**config.mk**
```make
export PLATFORM = sky130hd
export DESIGN_NAME = wb_readback_mux_shadow
export DESIGN_NICKNAME = d
export VERILOG_FILES = /design/src/rtl/rb_pkg.sv /design/src/rtl/rb_shadow_reg.sv /design/src/rtl/wb_readback_mux_shadow.sv
export SDC_FILE = /design/constraint.sdc
export NUM_CORES = 1
export LEC_CHECK = 0
export CORE_AREA = 2 2 214 216
export CTS_BUF_LIST = sky130_fd_sc_hd__clkbuf_4
export DETAILED_ROUTE_END_ITERATION = 16
export DIE_AREA = 0 0 216 218
export PLACE_DENSITY_LB_ADDON = 0.12
export SYNTH_ARGS = -nofsm -noshare
export SYNTH_HDL_FRONTEND = slang
export SYNTH_SLANG_ARGS = --single-unit
```
**constraint.sdc**
```tcl
create_clock -name wb_clk_i -period 2.38 [get_ports wb_clk_i]
set_clock_uncertainty 0.1 [all_clocks]
set_input_delay 0.357 -clock wb_clk_i [delete_from_list [all_inputs] [get_ports wb_clk_i]]
set_output_delay 0.357 -clock wb_clk_i [all_outputs]
set_load 0.02 [all_outputs]
```
**src/rtl/rb_pkg.sv**
```systemverilog
// Shared constants and helpers for the readback multiplexer.
package rb_pkg;

  localparam int unsigned RB_WORD_W  = 32;
  localparam int unsigned TORN_CNT_W = 8;

  // Ceiling log2, usable in parameter context.
  function automatic int unsigned clog2(input int unsigned n);
    int unsigned r;
    r = 0;
    while ((32'd1 << r) < n) begin
      r = r + 1;
    end
    return r;
  endfunction

endpackage

```
**src/rtl/rb_shadow_reg.sv**
```systemverilog
// Shadow copy of one readback word, tagged with its index, for coherent 16-bit upper reads.
module rb_shadow_reg
  import rb_pkg::*;
#(
  parameter int unsigned IdxW = 4
) (
  input  logic                 clk_i,
  input  logic                 rst_i,
  input  logic                 capture_i,
  input  logic                 clear_i,
  input  logic [RB_WORD_W-1:0] word_i,
  input  logic [IdxW-1:0]      idx_i,
  output logic                 hit_o,
  output logic [RB_WORD_W-1:0] shadow_o
);

  logic [RB_WORD_W-1:0] shadow_q;
  logic [IdxW-1:0]      tag_q;
  logic                 valid_q, valid_d;

  always_comb begin
    valid_d = valid_q;
    if (capture_i) begin
      valid_d = 1'b1;
    end else if (clear_i) begin
      valid_d = 1'b0;
    end
  end

  always_ff @(posedge clk_i) begin
    if (rst_i) begin
      valid_q <= 1'b0;
    end else begin
      valid_q <= valid_d;
    end
  end

  // Data and tag are meaningless while valid is low, so they carry no reset.
  always_ff @(posedge clk_i) begin
    if (capture_i) begin
      shadow_q <= word_i;
      tag_q    <= idx_i;
    end
  end

  assign hit_o    = valid_q && (tag_q == idx_i);
  assign shadow_o = shadow_q;

endmodule

```
**src/rtl/wb_readback_mux_shadow.sv**
```systemverilog
// Wishbone readback mux for NWORDS status words on a 16- or 32-bit bus; in 16-bit mode a lower
// read snapshots the word so the following upper read is coherent, and uncaptured uppers are counted.
module wb_readback_mux_shadow
  import rb_pkg::*;
#(
  parameter int unsigned DW     = 16,
  parameter int unsigned NWORDS = 16,
  parameter int unsigned AW     = 16
) (
  input  logic                          wb_clk_i,
  input  logic                          wb_rst_i,
  input  logic                          wb_stb_i,
  input  logic                          wb_we_i,
  input  logic [AW-1:0]                 wb_adr_i,
  output logic [DW-1:0]                 wb_dat_o,
  output logic                          wb_ack_o,
  input  logic [RB_WORD_W*NWORDS-1:0]   words_i,
  output logic [TORN_CNT_W-1:0]         torn_cnt_o
);

  localparam int unsigned IdxW = clog2(NWORDS);

  logic [IdxW-1:0]       idx;
  logic [RB_WORD_W-1:0]  word;
  logic                  ack_q, ack_next;
  logic                  rd;
  logic [DW-1:0]         dat_q, dat_d;
  logic [TORN_CNT_W-1:0] torn_q, torn_d;
  logic                  unused_adr;

  // Higher address bits are deliberately ignored so addresses alias.
  assign unused_adr = ^wb_adr_i;

  assign idx      = wb_adr_i[IdxW+1:2];
  assign word     = words_i[idx*RB_WORD_W +: RB_WORD_W];
  assign ack_next = wb_stb_i & ~ack_q;
  assign rd       = ack_next & ~wb_we_i;

  if (DW == 16) begin : g_dw16
    logic                 capture, clear, hit;
    logic [RB_WORD_W-1:0] shadow;

    rb_shadow_reg #(
      .IdxW (IdxW)
    ) u_shadow (
      .clk_i     (wb_clk_i),
      .rst_i     (wb_rst_i),
      .capture_i (capture),
      .clear_i   (clear),
      .word_i    (word),
      .idx_i     (idx),
      .hit_o     (hit),
      .shadow_o  (shadow)
    );

    always_comb begin
      dat_d   = dat_q;
      torn_d  = torn_q;
      capture = 1'b0;
      clear   = 1'b0;
      if (rd) begin
        if (!wb_adr_i[1]) begin
          capture = 1'b1;
          dat_d   = word[15:0];
        end else if (hit) begin
          clear = 1'b1;
          dat_d = shadow[31:16];
        end else begin
          dat_d = word[31:16];
          if (torn_q != '1) begin
            torn_d = torn_q + 1'b1;
          end
        end
      end
    end
  end else begin : g_dw32
    always_comb begin
      dat_d  = dat_q;
      torn_d = torn_q;
      if (rd) begin
        dat_d = word[DW-1:0];
      end
    end
  end

  always_ff @(posedge wb_clk_i) begin
    if (wb_rst_i) begin
      ack_q  <= 1'b0;
      dat_q  <= '0;
      torn_q <= '0;
    end else begin
      ack_q  <= ack_next;
      dat_q  <= dat_d;
      torn_q <= torn_d;
    end
  end

  assign wb_ack_o   = ack_q;
  assign wb_dat_o   = dat_q;
  assign torn_cnt_o = torn_q;

endmodule

```
After elaboration in Yosys (flattened, before gate mapping)

Index checks and enable logic that the tools add are counted.

Reductions and logical operators: 3
Shift-type cells: 1
Equal/unequal tests: 2
Add/sub/neg operators: 1
Bitwise gates (word level): 5
Mux-type cells: 9

Operators with widths:

| cell                                          | number |
|---|---|
| variable part select 512 x 10 -> 32 bit       | 1 |
| two-way mux 16 bit                            | 2 |
| adder 8 x 1 -> 8 bit (second input constant)  | 1 |
| inequality test 8 bit (second input constant) | 1 |
| two-way mux 1 bit                             | 7 |
| equality test 4 bit                           | 1 |
| AND reduction 4 bit                           | 1 |
| NOT 1 bit                                     | 3 |
| AND 1 bit                                     | 2 |
| nonzero test 2 bit                            | 1 |
| logical AND 1 bit                             | 1 |

Bits in registers: 62
Output and inout port bits: 25
Input port bits: 532
Word-level logic and storage cells: 27

Logic depth before layout (Yosys ltp)

Gate-level depths: netlist of run 1.

Word-level depth: 7
Gate-level depth with buffers: 9
Depth with buffers taken out: 6

Cells and area by module

Synthesis of run 1 repeated with hierarchy kept, for this count alone.

Cells, all modules: 569
Area, all modules: 6726.5 µm²

By module, submodules not included:

| module                 | area each (µm²) | times used | cells each |
|---|---|---|---|
| wb_readback_mux_shadow | 5547.8          | 1          | 520 |
| rb_shadow_reg          | 1178.6          | 1          | 49 |

Least setup slack after synthesis of run 1

OpenSTA, ideal clock, no wires.

Kind: reg-to-reg
Start: register ack_q (netlist: wb_ack_o)
End: register g_dw16.u_shadow.shadow_q[16] (netlist: g_dw16.u_shadow.shadow_o[16]), enable pin
Library setup time: 0.398 ns
Path buffers: 2
Slack: -0.295 ns
Arrival time: 2.177 ns
Cell stages (with the launch flop): 5
Required time: 1.882 ns
Cells stage by stage: dfxtp_1 -> or3b_2 -> clkbuf_1 -> clkbuf_1 -> nor2_1

Word-level cells in the longest chain between the ends: 4

Ends and longest elaborated chain:

| item                     | RTL line                     | RTL |
|---|---|---|
| start: declaration       | wb_readback_mux_shadow.sv:25 | `logic ack_q, ack_next;` |
| start signal: assignment | wb_readback_mux_shadow.sv:92 | `ack_q <= ack_next;` |
| NOT 1 bit                | wb_readback_mux_shadow.sv:36 | `assign ack_next = wb_stb_i & ~ack_q;` |
| AND 1 bit                | wb_readback_mux_shadow.sv:36 |  |
| AND 1 bit                | wb_readback_mux_shadow.sv:37 | `assign rd = ack_next & ~wb_we_i;` |
| two-way mux 1 bit        | wb_readback_mux_shadow.sv:61 | `if (rd) begin` |
| named net g_dw16.capture | wb_readback_mux_shadow.sv:40 | `logic capture, clear, hit;` |
| end signal: assignment   | rb_shadow_reg.sv:41          | `shadow_q <= word_i;` |
| end: declaration         | rb_shadow_reg.sv:17          | `logic [RB_WORD_W-1:0] shadow_q;` |

The timed path passes the listed nets, and every way through them passes these cells.
A chain may end at the register's enable or synchronous reset.

Worst setup path in the final report of run 1

Start: input wb_adr_i[5]
End: register dat_q[15] (netlist: wb_dat_o[15])

Elaborated cells on any way between the ends: 5

RTL lines:

| item                                    | RTL line                     | RTL |
|---|---|---|
| start: declaration                      | wb_readback_mux_shadow.sv:14 | `input logic [AW-1:0] wb_adr_i,` |
| variable part select 512 x 10 -> 32 bit | wb_readback_mux_shadow.sv:35 | `assign word = words_i[idx*RB_WORD_W +: RB_WORD_W];` |
| named net g_dw16.u_shadow.word_i[31]    | rb_shadow_reg.sv:11          | `input logic [RB_WORD_W-1:0] word_i,` |
| two-way mux 16 bit                      | wb_readback_mux_shadow.sv:65 | `end else if (hit) begin` |
| two-way mux 16 bit                      | wb_readback_mux_shadow.sv:62 | `if (!wb_adr_i[1]) begin` |
| end signal: assignment                  | wb_readback_mux_shadow.sv:93 | `dat_q <= dat_d;` |
| end: declaration                        | wb_readback_mux_shadow.sv:27 | `logic [DW-1:0] dat_q, dat_d;` |

The timed path passes the listed nets, and every way through them passes these cells.

==> results.sh, run 1 <==
export IMPL_worst_r2r_startpoint="torn_cnt_o[0]$_SDFFE_PP0P_"
export IMPL_die_w_um=216
export IMPL_yosysTopAreaCell="mux4_2"
export IMPL_period_minus_slack_ns=2.06
export IMPL_run_status="completed"
export IMPL_dpl_cell_count=1709
export IMPL_rsz0062_at_grt="false"
export IMPL_critical_path_class="in -> reg"
export IMPL_hold_end="g_dw16.u_shadow.tag_q[0]$_DFFE_PP_"
export IMPL_cts_tree="done"
export IMPL_power_density_nw_per_um2=270
export IMPL_clk_latency_ns=0.37
export IMPL_timing_rr_end="torn_cnt_o[6]$_SDFFE_PP0P_"
export IMPL_min_from="wb_adr_i[2]"
export IMPL_num_rows=78
export IMPL_layout_nets=1649
export IMPL_critPathLaunch="wb_adr_i[5]"
export IMPL_syn_area_um2=5970
export IMPL_die_h_um=218
export IMPL_yosys_cell_types_count=53
export IMPL_yosys_top_cells_area="mux4_2 (34%), edfxtp_1 (10%), dfxtp_1 (8.7%), mux2_2 (5.7%), mux4_1 (4.4%)"
export IMPL_drc=0
export IMPL_grt_usage_pct=17.1
export IMPL_maxCapViolCount=0
export IMPL_synth_top_area_share_pct=34.0
export IMPL_grt_max_degree=41
export IMPL_cp_arrival_ns=2.25
export IMPL_clkTransAtPathRegs_ns=0.15
export IMPL_period_share_pct=86.5
export IMPL_worst_pin_slew_ns=0.620
export IMPL_start_util_pct=13.3
export IMPL_synth_warning_count=0
export IMPL_antenna_found_initial=9
export IMPL_timing_final_hold_violations=0
export IMPL_io_buffers=545
export IMPL_ios=557
export IMPL_mostFrequentLayoutCell="clkdlybuf4s50_1"
export IMPL_synth_fp_nets=1059
export IMPL_overflow=0
export IMPL_dieArea_um2=47100
export IMPL_vdd_ir_drop_max_mv=0.191
export IMPL_cts_htree_levels=2
export IMPL_cp_required_ns=2.57
export IMPL_finalSetupViolCount=0
export IMPL_wirelength_mm=42.1
export IMPL_root_buffer="clkbuf_4"
export IMPL_fin_ws_ns=0.322
export IMPL_relSlewSlack_pct=58.6
export IMPL_grt_pass1_wl_mm=58.5
export IMPL_power_frac_seq_pct=25.7
export IMPL_ys_seq_area_share_pct=18.8
export IMPL_min_path_cells=2
export IMPL_slew_viol_final=0
export IMPL_cts_hold_buf=0
export IMPL_clock_sink_count=46
export IMPL_clockBufferDepth=2
export IMPL_path_max_fanout=15
export IMPL_regToRegSetupSlack_ns=0.56
export IMPL_switching_share_pct=29.3
export IMPL_drt_iter0_drc=240
export IMPL_ys_ff_latch=46
export IMPL_firstDrtPassIters=5
export IMPL_synth_edf_count=20
export IMPL_ys_flop_type="dfxtp_1"
export IMPL_ant_nets=0
export IMPL_p_comb_share_pct=59.5
export IMPL_final_layout_size_suffix_gt1_share_pct=21.3
export IMPL_final_setup_tns_ns=0
export IMPL_clkPwrFrac_pct=14.8
export IMPL_crit_path_start_kind="input port"
export IMPL_final_cell_area_um2=12800
export IMPL_layout_common_cells="clkdlybuf4s50_1 (542), mux4_2 (90), buf_4 (81), nor2_1 (39), o22ai_1 (35)"
export IMPL_post_cts_buffers=0
export IMPL_p_int_mw=2.44
export IMPL_globalplace_congestion=0.823
export IMPL_switchingPower_mw=1.01
export IMPL_cts_buffers=5
export IMPL_syn_area_per_cell_um2=11.3
export IMPL_pre_cts_slack_ns=-0.381
export IMPL_core_area_um2=44900
export IMPL_syn_inst=526
export IMPL_nFillCells=4749
export IMPL_routedWlPerCell_um=24.4
export IMPL_synthArstFlopShare_pct=0
export IMPL_layout_cells_non_filler=1724
export IMPL_grt_pass1_vias=8220
export IMPL_num_vias=7296
export IMPL_max_freq_mhz=486
export IMPL_reg2reg_depth=6
export IMPL_hpwl_mm=37.4
export IMPL_p_leak_nw=4.41
export IMPL_area_delta_synth_final_pct=114
export IMPL_hp_class="in -> reg"
export IMPL_fin_hold_ws_ns=0.404
export IMPL_via_per_inst=4.23
export IMPL_place_area_um2=12700
export IMPL_end_kind="flop"
[Yosys cell counts, drive strengths merged (2+ instances only)]
cell,count
mux2i,8
a311oi,12
a22oi,6
or3,4
dfxtp,26
o2111ai,2
nor3,3
a2111oi,3
a21oi,21
nor4,11
nor3b,2
a211oi,26
o21ai,17
nand2,30
clkbuf,15
nand2b,4
or2,2
a221oi,14
inv,3
o22ai,35
edfxtp,20
nor2,42
xnor2,4
nor2b,24
buf,41
mux4,100
nand3,5
xor2,3
mux2,30
o21a,2
[worst max-delay path: stages]
cell and delay [ns]:
clkdlybuf4s50_1 0.46, buf_4 0.16, buf_12 0.15, nand2b_1 0.13, buf_4 0.14, o22ai_1 0.08, nor2_1 0.41, nand2_1 0.09
a311oi_1 0.26
[registers in the layout (all words and copies together) (netlist names)]
name and cells:
wb_ack_o 1, g_dw16.u_shadow.valid_q 1, wb_dat_o 16, g_dw16.u_shadow.tag_q 4, torn_cnt_o 8, g_dw16.u_shadow.shadow_o 16
[area by class of cell]
cell class	count	area, um^2	area share, %
diodes	7	17.5	0.137
clock buffers	6	45.0	0.352
clock inverters	2	37.5	0.294
inverters	3	11.3	0.0881
multi-input cells	421	4460	34.9
flip-flops and latches	46	1120	8.77
well taps	600	751	5.87
repair buffers	639	6340	49.6
[routing by layer]
metal / global-route usage (%) / up-vias / part of all wire [%] / wire length [um]
li1: - / 3402 / - / -
met3: 4.64 / 24 / 8.2 / 3430
met5: 0 / - / 0.031 / 13
met4: 2.63 / 2 / 1.3 / 535
met1: 19.5 / 3532 / 39 / 16400
met2: 32.3 / 336 / 52 / 21700
[cell families after synthesis]
kind of cell / Yosys count / share of synthesized area, %
simple gates: 133 / 11.3
xor+xnor: 7 / 1.03
compound gates: 142 / 16.7
fa+ha+maj: 1 / 0.210
mux: 138 / 45.4
flops: 46 / 18.8
buf+inv: 59 / 6.58
[power by group through the flow]
stage / clock network (mW) / registers, mW / logic, mW
2_1_floorplan: 0 / 0.927 / 0.726
3_3_place_gp: 0 / 0.909 / 2.09
3_5_place_dp: 0 / 0.910 / 2.09
4_1_cts: 0.531 / 0.893 / 2.10
5_1_grt: 0.559 / 0.895 / 2.20
6_report: 0.511 / 0.890 / 2.06
[metrics by stage]
| step | total power [mW] | util, % |
|---|---|---|
| floorplan | 1.65 | - |
| global placement | 2.99 | 28.2 |
| detailed placement | 3.00 | 28.2 |
| CTS | 3.53 | 28.4 |
| global route | 3.66 | 28.5 |
| finish | 3.46 | 28.5 |
[what timing repair did]
item	in CTS	in global routing
setup endpoints to repair	0	5
hold endpoints to repair	0	0
resized for setup	0	2
[how the worst max path moves through the flow]
stage                                             end  cells past startpoint
2_1_floorplan  g_dw16.u_shadow.shadow_o[16]$_DFFE_PP_                      4
3_3_place_gp                wb_dat_o[11]$_SDFFE_PP0P_                      7
3_5_place_dp                wb_dat_o[11]$_SDFFE_PP0P_                      7
4_1_cts                     wb_dat_o[11]$_SDFFE_PP0P_                      7
5_1_grt                      wb_dat_o[2]$_SDFFE_PP0P_                      9
6_report                    wb_dat_o[15]$_SDFFE_PP0P_                      9
Note: power is estimated with default switching activity, not from simulation.
==> run 2, diff against run 1 <==
CORE_AREA = 2 2 219 221   (was 2 2 214 216)
DIE_AREA = 0 0 221 223   (was 0 0 216 218)
HOLD_SLACK_MARGIN = 0.05   (was not set)
SYNTH_HIERARCHICAL = 1   (was not set)
clock period = 2.47 ns   (was 2.38 ns; I/O delays follow)
==> run 2 against run 1 <==
  * First-iteration DRC count is 3.8% lower
  * Total power down 4.3%
  * Register-to-register slack lost 0.15 ns
  * Routed wire length shrank 7.1%
  * Synthesized area increased by 1.8%
  * Critical path type unchanged
==> results.sh, run 2 <==
export IMPL_end_kind="flop"
export IMPL_post_cts_resized=0
export IMPL_drc=0
export IMPL_post_cts_buffers=0
export IMPL_grt_usage_pct=15.4
export IMPL_reg2reg_depth=8
export IMPL_cts_htree_levels=2
export IMPL_max_freq_mhz=458
export IMPL_die_h_um=223
export IMPL_crit_path_start_kind="input port"
export IMPL_period_minus_slack_ns=2.18
export IMPL_start_util_pct=12.9
export IMPL_syn_area_um2=6070
export IMPL_hp_class="in -> reg"
export IMPL_finalSetupViolCount=0
export IMPL_min_from="wb_adr_i[3]"
export IMPL_clkTransAtPathRegs_ns=0.18
export IMPL_clockBufferDepth=2
export IMPL_wl_met2_mm=20.7
export IMPL_core_area_um2=47100
export IMPL_maxCapViolCount=0
export IMPL_cts_buffers=5
export IMPL_area_delta_synth_final_pct=107
export IMPL_synth_fp_nets=1051
export IMPL_drt_iter0_drc=231
export IMPL_root_buffer="clkbuf_4"
export IMPL_power_density_nw_per_um2=262
export IMPL_fin_hold_ws_ns=0.241
export IMPL_routedWlPerCell_um=23.2
export IMPL_vdd_ir_drop_max_mv=0.188
export IMPL_dr_wl_met3_mm=2.49
export IMPL_nFillCells=4970
export IMPL_clk_latency_ns=0.40
export IMPL_highest_layer="met4"
export IMPL_antenna_found_initial=2
export IMPL_synth_warning_count=6
export IMPL_syn_inst=518
export IMPL_utilization_pct=26.7
export IMPL_regToRegSetupSlack_ns=0.41
export IMPL_ant_nets=0
export IMPL_final_layout_size_suffix_gt1_share_pct=16.0
export IMPL_p_leak_nw=4.54
export IMPL_critical_path_class="in -> reg"
export IMPL_firstDrtPassIters=5
export IMPL_min_path_cells=1
export IMPL_timing_rr_end="torn_cnt_o[6]$_SDFFE_PP0P_"
export IMPL_hold_end="g_dw16.u_shadow/tag_q[1]$_DFFE_PP_"
export IMPL_layout_nets=1599
export IMPL_globalplace_congestion=0.763
export IMPL_clock_sink_count=46
export IMPL_grt_max_degree=50
export IMPL_period_share_pct=88.3
export IMPL_relSlewSlack_pct=32.0
export IMPL_num_rows=80
export IMPL_timing_final_hold_violations=0
export IMPL_worst_r2r_startpoint="g_dw16.u_shadow/tag_q[1]$_DFFE_PP_"
export IMPL_path_max_fanout=22
export IMPL_cts_hold_buf=0
export IMPL_syn_area_per_cell_um2=11.7
export IMPL_cts_tree="done"
export IMPL_final_setup_tns_ns=0
export IMPL_die_w_um=221
export IMPL_rsz0062_at_grt="false"
export IMPL_io_buffers=545
export IMPL_num_vias=6980
export IMPL_hpwl_mm=34.2
export IMPL_wl_met1_mm=15.6
export IMPL_layout_common_cells="clkdlybuf4s50_1 (542), mux4_2 (96), mux2i_1 (81), a22oi_1 (64), buf_4 (43)"
export IMPL_dieArea_um2=49300
export IMPL_pre_cts_slack_ns=-0.147
export IMPL_grt_pass1_wl_mm=55.5
export IMPL_cp_arrival_ns=2.39
export IMPL_cp_required_ns=2.68
export IMPL_run_status="completed"
export IMPL_worst_pin_slew_ns=1.02
export IMPL_fin_ws_ns=0.289
export IMPL_grt_pass1_vias=7926
export IMPL_via_per_inst=4.14
export IMPL_ios=557
export IMPL_slew_viol_final=0
export IMPL_mostFrequentLayoutCell="clkdlybuf4s50_1"
export IMPL_overflow=0
export IMPL_wirelength_mm=39.1
==> run 2: where the power goes <==
part           internal [mW]  switching, mW
Clock                  0.225          0.295
Combinational           1.26          0.674
Sequential             0.835         0.0176
Total                   2.32          0.986
==> run 2: layer usage <==
| layer | up-vias | GRT usage [%] |
|---|---|---|
| met1 | 3410 | 18.0 |
| met2 | 286 | 29.0 |
| met4 | 0 | 1.99 |
| li1 | 3270 | - |
| met3 | 14 | 3.62 |
| met5 | - | 0 |
==> run 2: area by class of cell <==
| type | instances | area [um^2] | share of cell area, % |
|---|---|---|---|
| multi-input cells | 407 | 4570 | 36.3 |
| clock buffers | 6 | 45.0 | 0.357 |
| well taps | 615 | 769 | 6.11 |
| clock inverters | 2 | 37.5 | 0.298 |
| repair buffers | 601 | 6040 | 47.9 |
| diodes | 2 | 5.00 | 0.0397 |
| flip-flops and latches | 46 | 1120 | 8.90 |
| inverters | 5 | 18.8 | 0.149 |
==> run 2: worst max-delay path by stage <==
| stage | from | to | slack (ns) | cells past startpoint |
|---|---|---|---|---|
| finish | wb_adr_i[2] | wb_dat_o[8]$_SDFFE_PP0P_ | 0.29 | 7 |
| global route | wb_adr_i[5] | wb_dat_o[2]$_SDFFE_PP0P_ | 0.16 | 9 |
| CTS | wb_adr_i[2] | wb_dat_o[8]$_SDFFE_PP0P_ | 0.31 | 7 |
| detailed placement | wb_adr_i[2] | wb_dat_o[8]$_SDFFE_PP0P_ | -0.15 | 7 |
| global placement | wb_adr_i[2] | wb_dat_o[6]$_SDFFE_PP0P_ | -0.11 | 7 |
| floorplan | wb_ack_o$_SDFF_PP0_ | g_dw16.u_shadow/shadow_o[16]$_DFFE_PP_ | 0.26 | 4 |
==> run 2: worst max-delay path, stage by stage <==
cell and delay (ns):
buf_6 0.24, buf_12 0.25, and2_1 0.59, a22oi_1 0.24, buf_4 0.21, a31oi_1 0.33, a311oi_1 0.14
==> run 2: per-stage QoR <==
stage	total power [mW]	area, um^2	cells
after floorplan	1.61	6080	518
after global placement	2.84	12500	1674
after detailed placement	2.85	12500	1674
after CTS	3.38	12600	1682
after global routing	3.52	12600	1684
final	3.31	12600	1684
==> run 3, diff against run 2 <==
CELL_PAD_IN_SITES_DETAIL_PLACEMENT = 1   (was not set)
CELL_PAD_IN_SITES_GLOBAL_PLACEMENT = 1   (was not set)
CORE_AREA = 2 2 220 222   (was 2 2 219 221)
DIE_AREA = 0 0 222 224   (was 0 0 221 223)
==> run 3 against run 2 <==
  * Routed wire length up 4.0%
  * Sequential share of layout area about the same
  * Worst hold slack lost 0.013 ns
  * Sequential cell count unchanged
  * Via count rose by 0.40%
  * Fmax rose by 1.0%
  * Critical path depth fell by 1
  * Utilization is 0.17 points lower
  * Combinational power hardly changed
  * Critical path type unchanged
  * Largest cell class unchanged
==> results.sh, run 3 (synthesis results as in run 2) <==
export IMPL_run_status="completed"
export IMPL_clk_latency_ns=0.40
export IMPL_grt_pass1_wl_mm=57.2
export IMPL_min_from="wb_adr_i[3]"
export IMPL_layout_nets=1603
export IMPL_place_area_um2=12500
export IMPL_num_rows=80
export IMPL_nFillCells=5357
export IMPL_ios=557
export IMPL_fin_ws_ns=0.310
export IMPL_worst_pin_slew_ns=1.01
export IMPL_die_h_um=224
export IMPL_clkPwrFrac_pct=13.2
export IMPL_timing_final_hold_violations=0
export IMPL_cp_required_ns=2.51
export IMPL_period_share_pct=87.4
export IMPL_wirelength_mm=40.6
export IMPL_hp_class="in -> reg"
export IMPL_timing_rr_end="torn_cnt_o[4]$_SDFFE_PP0P_"
export IMPL_cts_htree_levels=2
export IMPL_max_freq_mhz=463
export IMPL_finalSetupViolCount=0
export IMPL_power_frac_seq_pct=26.6
export IMPL_firstDrtPassIters=4
export IMPL_period_minus_slack_ns=2.16
export IMPL_p_comb_share_pct=60.2
export IMPL_final_cell_area_um2=12600
export IMPL_grt_usage_pct=15.8
export IMPL_crit_path_start_kind="input port"
export IMPL_drt_iter0_drc=200
export IMPL_die_w_um=222
export IMPL_core_area_um2=47300
export IMPL_slew_viol_final=0
export IMPL_hpwl_mm=35.8
export IMPL_critical_path_class="in -> reg"
export IMPL_p_int_mw=2.21
export IMPL_antenna_found_initial=4
export IMPL_min_path_cells=1
export IMPL_path_max_fanout=14
export IMPL_num_vias=7008
export IMPL_clkTransAtPathRegs_ns=0.13
export IMPL_dieArea_um2=49700
export IMPL_cts_tree="done"
export IMPL_io_buffers=545
export IMPL_routedWlPerCell_um=24.1
export IMPL_switching_share_pct=31.2
export IMPL_mostFrequentLayoutCell="clkdlybuf4s50_1"
export IMPL_area_delta_synth_final_pct=107
export IMPL_grt_pass1_vias=8185
export IMPL_power_density_nw_per_um2=256
export IMPL_end_kind="flop"
export IMPL_reg2reg_depth=7
export IMPL_cts_hold_buf=0
export IMPL_relSlewSlack_pct=32.4
export IMPL_layout_common_cells="clkdlybuf4s50_1 (542), mux4_2 (96), mux2i_1 (81), a22oi_1 (64), buf_4 (50)"
export IMPL_globalplace_congestion=0.778
export IMPL_hold_end="g_dw16.u_shadow/tag_q[1]$_DFFE_PP_"
export IMPL_start_util_pct=12.8
export IMPL_cts_buffers=5
export IMPL_worst_r2r_startpoint="g_dw16.u_shadow/tag_q[1]$_DFFE_PP_"
export IMPL_cp_arrival_ns=2.19
export IMPL_ant_nets=0
export IMPL_drc=0
export IMPL_vdd_ir_drop_max_mv=0.192
export IMPL_pre_cts_slack_ns=-0.207
export IMPL_post_cts_buffers=0
export IMPL_overflow=0
export IMPL_via_per_inst=4.15
export IMPL_p_leak_nw=4.53
export IMPL_maxCapViolCount=0
export IMPL_post_cts_resized=0
export IMPL_regToRegSetupSlack_ns=0.43
export IMPL_final_layout_size_suffix_gt1_share_pct=16.3
export IMPL_grt_max_degree=32
export IMPL_root_buffer="clkbuf_4"
export IMPL_switchingPower_mw=1.00
export IMPL_clock_sink_count=46
export IMPL_rsz0062_at_grt="false"
export IMPL_clockBufferDepth=2
-- run 3: changes by cell type in the layout (fill, tap and decap cells not counted), sizes merged --
cell	previous run	this run
inv	5	6
diode	2	3
buf	59	63
clkbuf	6	5
clkinvlp	1	2
bufinv	1	0
-- run 3: power groups by stage --
stage / Clock (mW) / Combinational, mW / Sequential, mW
finish: 0.426 / 1.93 / 0.855
global route: 0.480 / 2.08 / 0.859
CTS: 0.464 / 1.99 / 0.855
detailed placement: 0 / 1.99 / 0.871
global placement: 0 / 1.97 / 0.871
floorplan: 0 / 0.719 / 0.890
-- run 3: worst max-delay path by stage --
stage                              startpoint                                endpoint  slack [ns]  cells past startpoint
after detailed placement          wb_adr_i[2]               wb_dat_o[10]$_SDFFE_PP0P_       -0.21                      7
after global routing              wb_adr_i[2]  g_dw16.u_shadow/shadow_o[26]$_DFFE_PP_        0.17                      6
after CTS                         wb_adr_i[2]  g_dw16.u_shadow/shadow_o[26]$_DFFE_PP_        0.24                      6
after floorplan           wb_ack_o$_SDFF_PP0_  g_dw16.u_shadow/shadow_o[16]$_DFFE_PP_        0.26                      4
final                             wb_adr_i[2]  g_dw16.u_shadow/shadow_o[26]$_DFFE_PP_        0.31                      6
after global placement            wb_adr_i[2]                wb_dat_o[6]$_SDFFE_PP0P_       -0.20                      7
-- run 3: cell type report --
| class | instances | area, um^2 | share of cell area, % |
|---|---|---|---|
| Timing Repair Buffer | 605 | 6030 | 47.9 |
| Clock buffer | 5 | 37.5 | 0.298 |
| Sequential cell | 46 | 1120 | 8.91 |
| Tap cell | 615 | 769 | 6.12 |
| Multi-Input combinational cell | 407 | 4570 | 36.3 |
| Antenna cell | 3 | 7.51 | 0.0597 |
| Inverter | 5 | 18.8 | 0.149 |
| Clock inverter | 3 | 23.8 | 0.189 |
-- run 3: routing by layer --
layer | vias up | global-route usage [%] | wire, um
li1 | 3275 | - | -
met1 | 3446 | 18.6 | 16400
met2 | 275 | 29.6 | 21400
met3 | 12 | 3.96 | 2630
met4 | 0 | 2.01 | 284
met5 | - | 0 | 0
-- run 3: critical path, cell delays in order --
cell	delay, ns
buf_6	0.17
buf_4	0.31
mux4_2	0.56
a22oi_1	0.50
buf_4	0.21
nand2_1	0.05
-- run 3: through the flow --
| step | setup TNS [ns] | hold slack, ns | instances | util [%] | total power [mW] |
|---|---|---|---|---|---|
| after floorplan | 0 | 0.343 | 518 | - | 1.61 |
| after global placement | -1.54 | 0.387 | 1678 | 26.4 | 2.84 |
| after detailed placement | -1.76 | 0.388 | 1678 | 26.4 | 2.86 |
| after CTS | 0 | 0.201 | 1686 | 26.5 | 3.31 |
| after global routing | 0 | 0.201 | 1689 | 26.6 | 3.42 |
| final | 0 | 0.228 | 1689 | 26.6 | 3.22 |
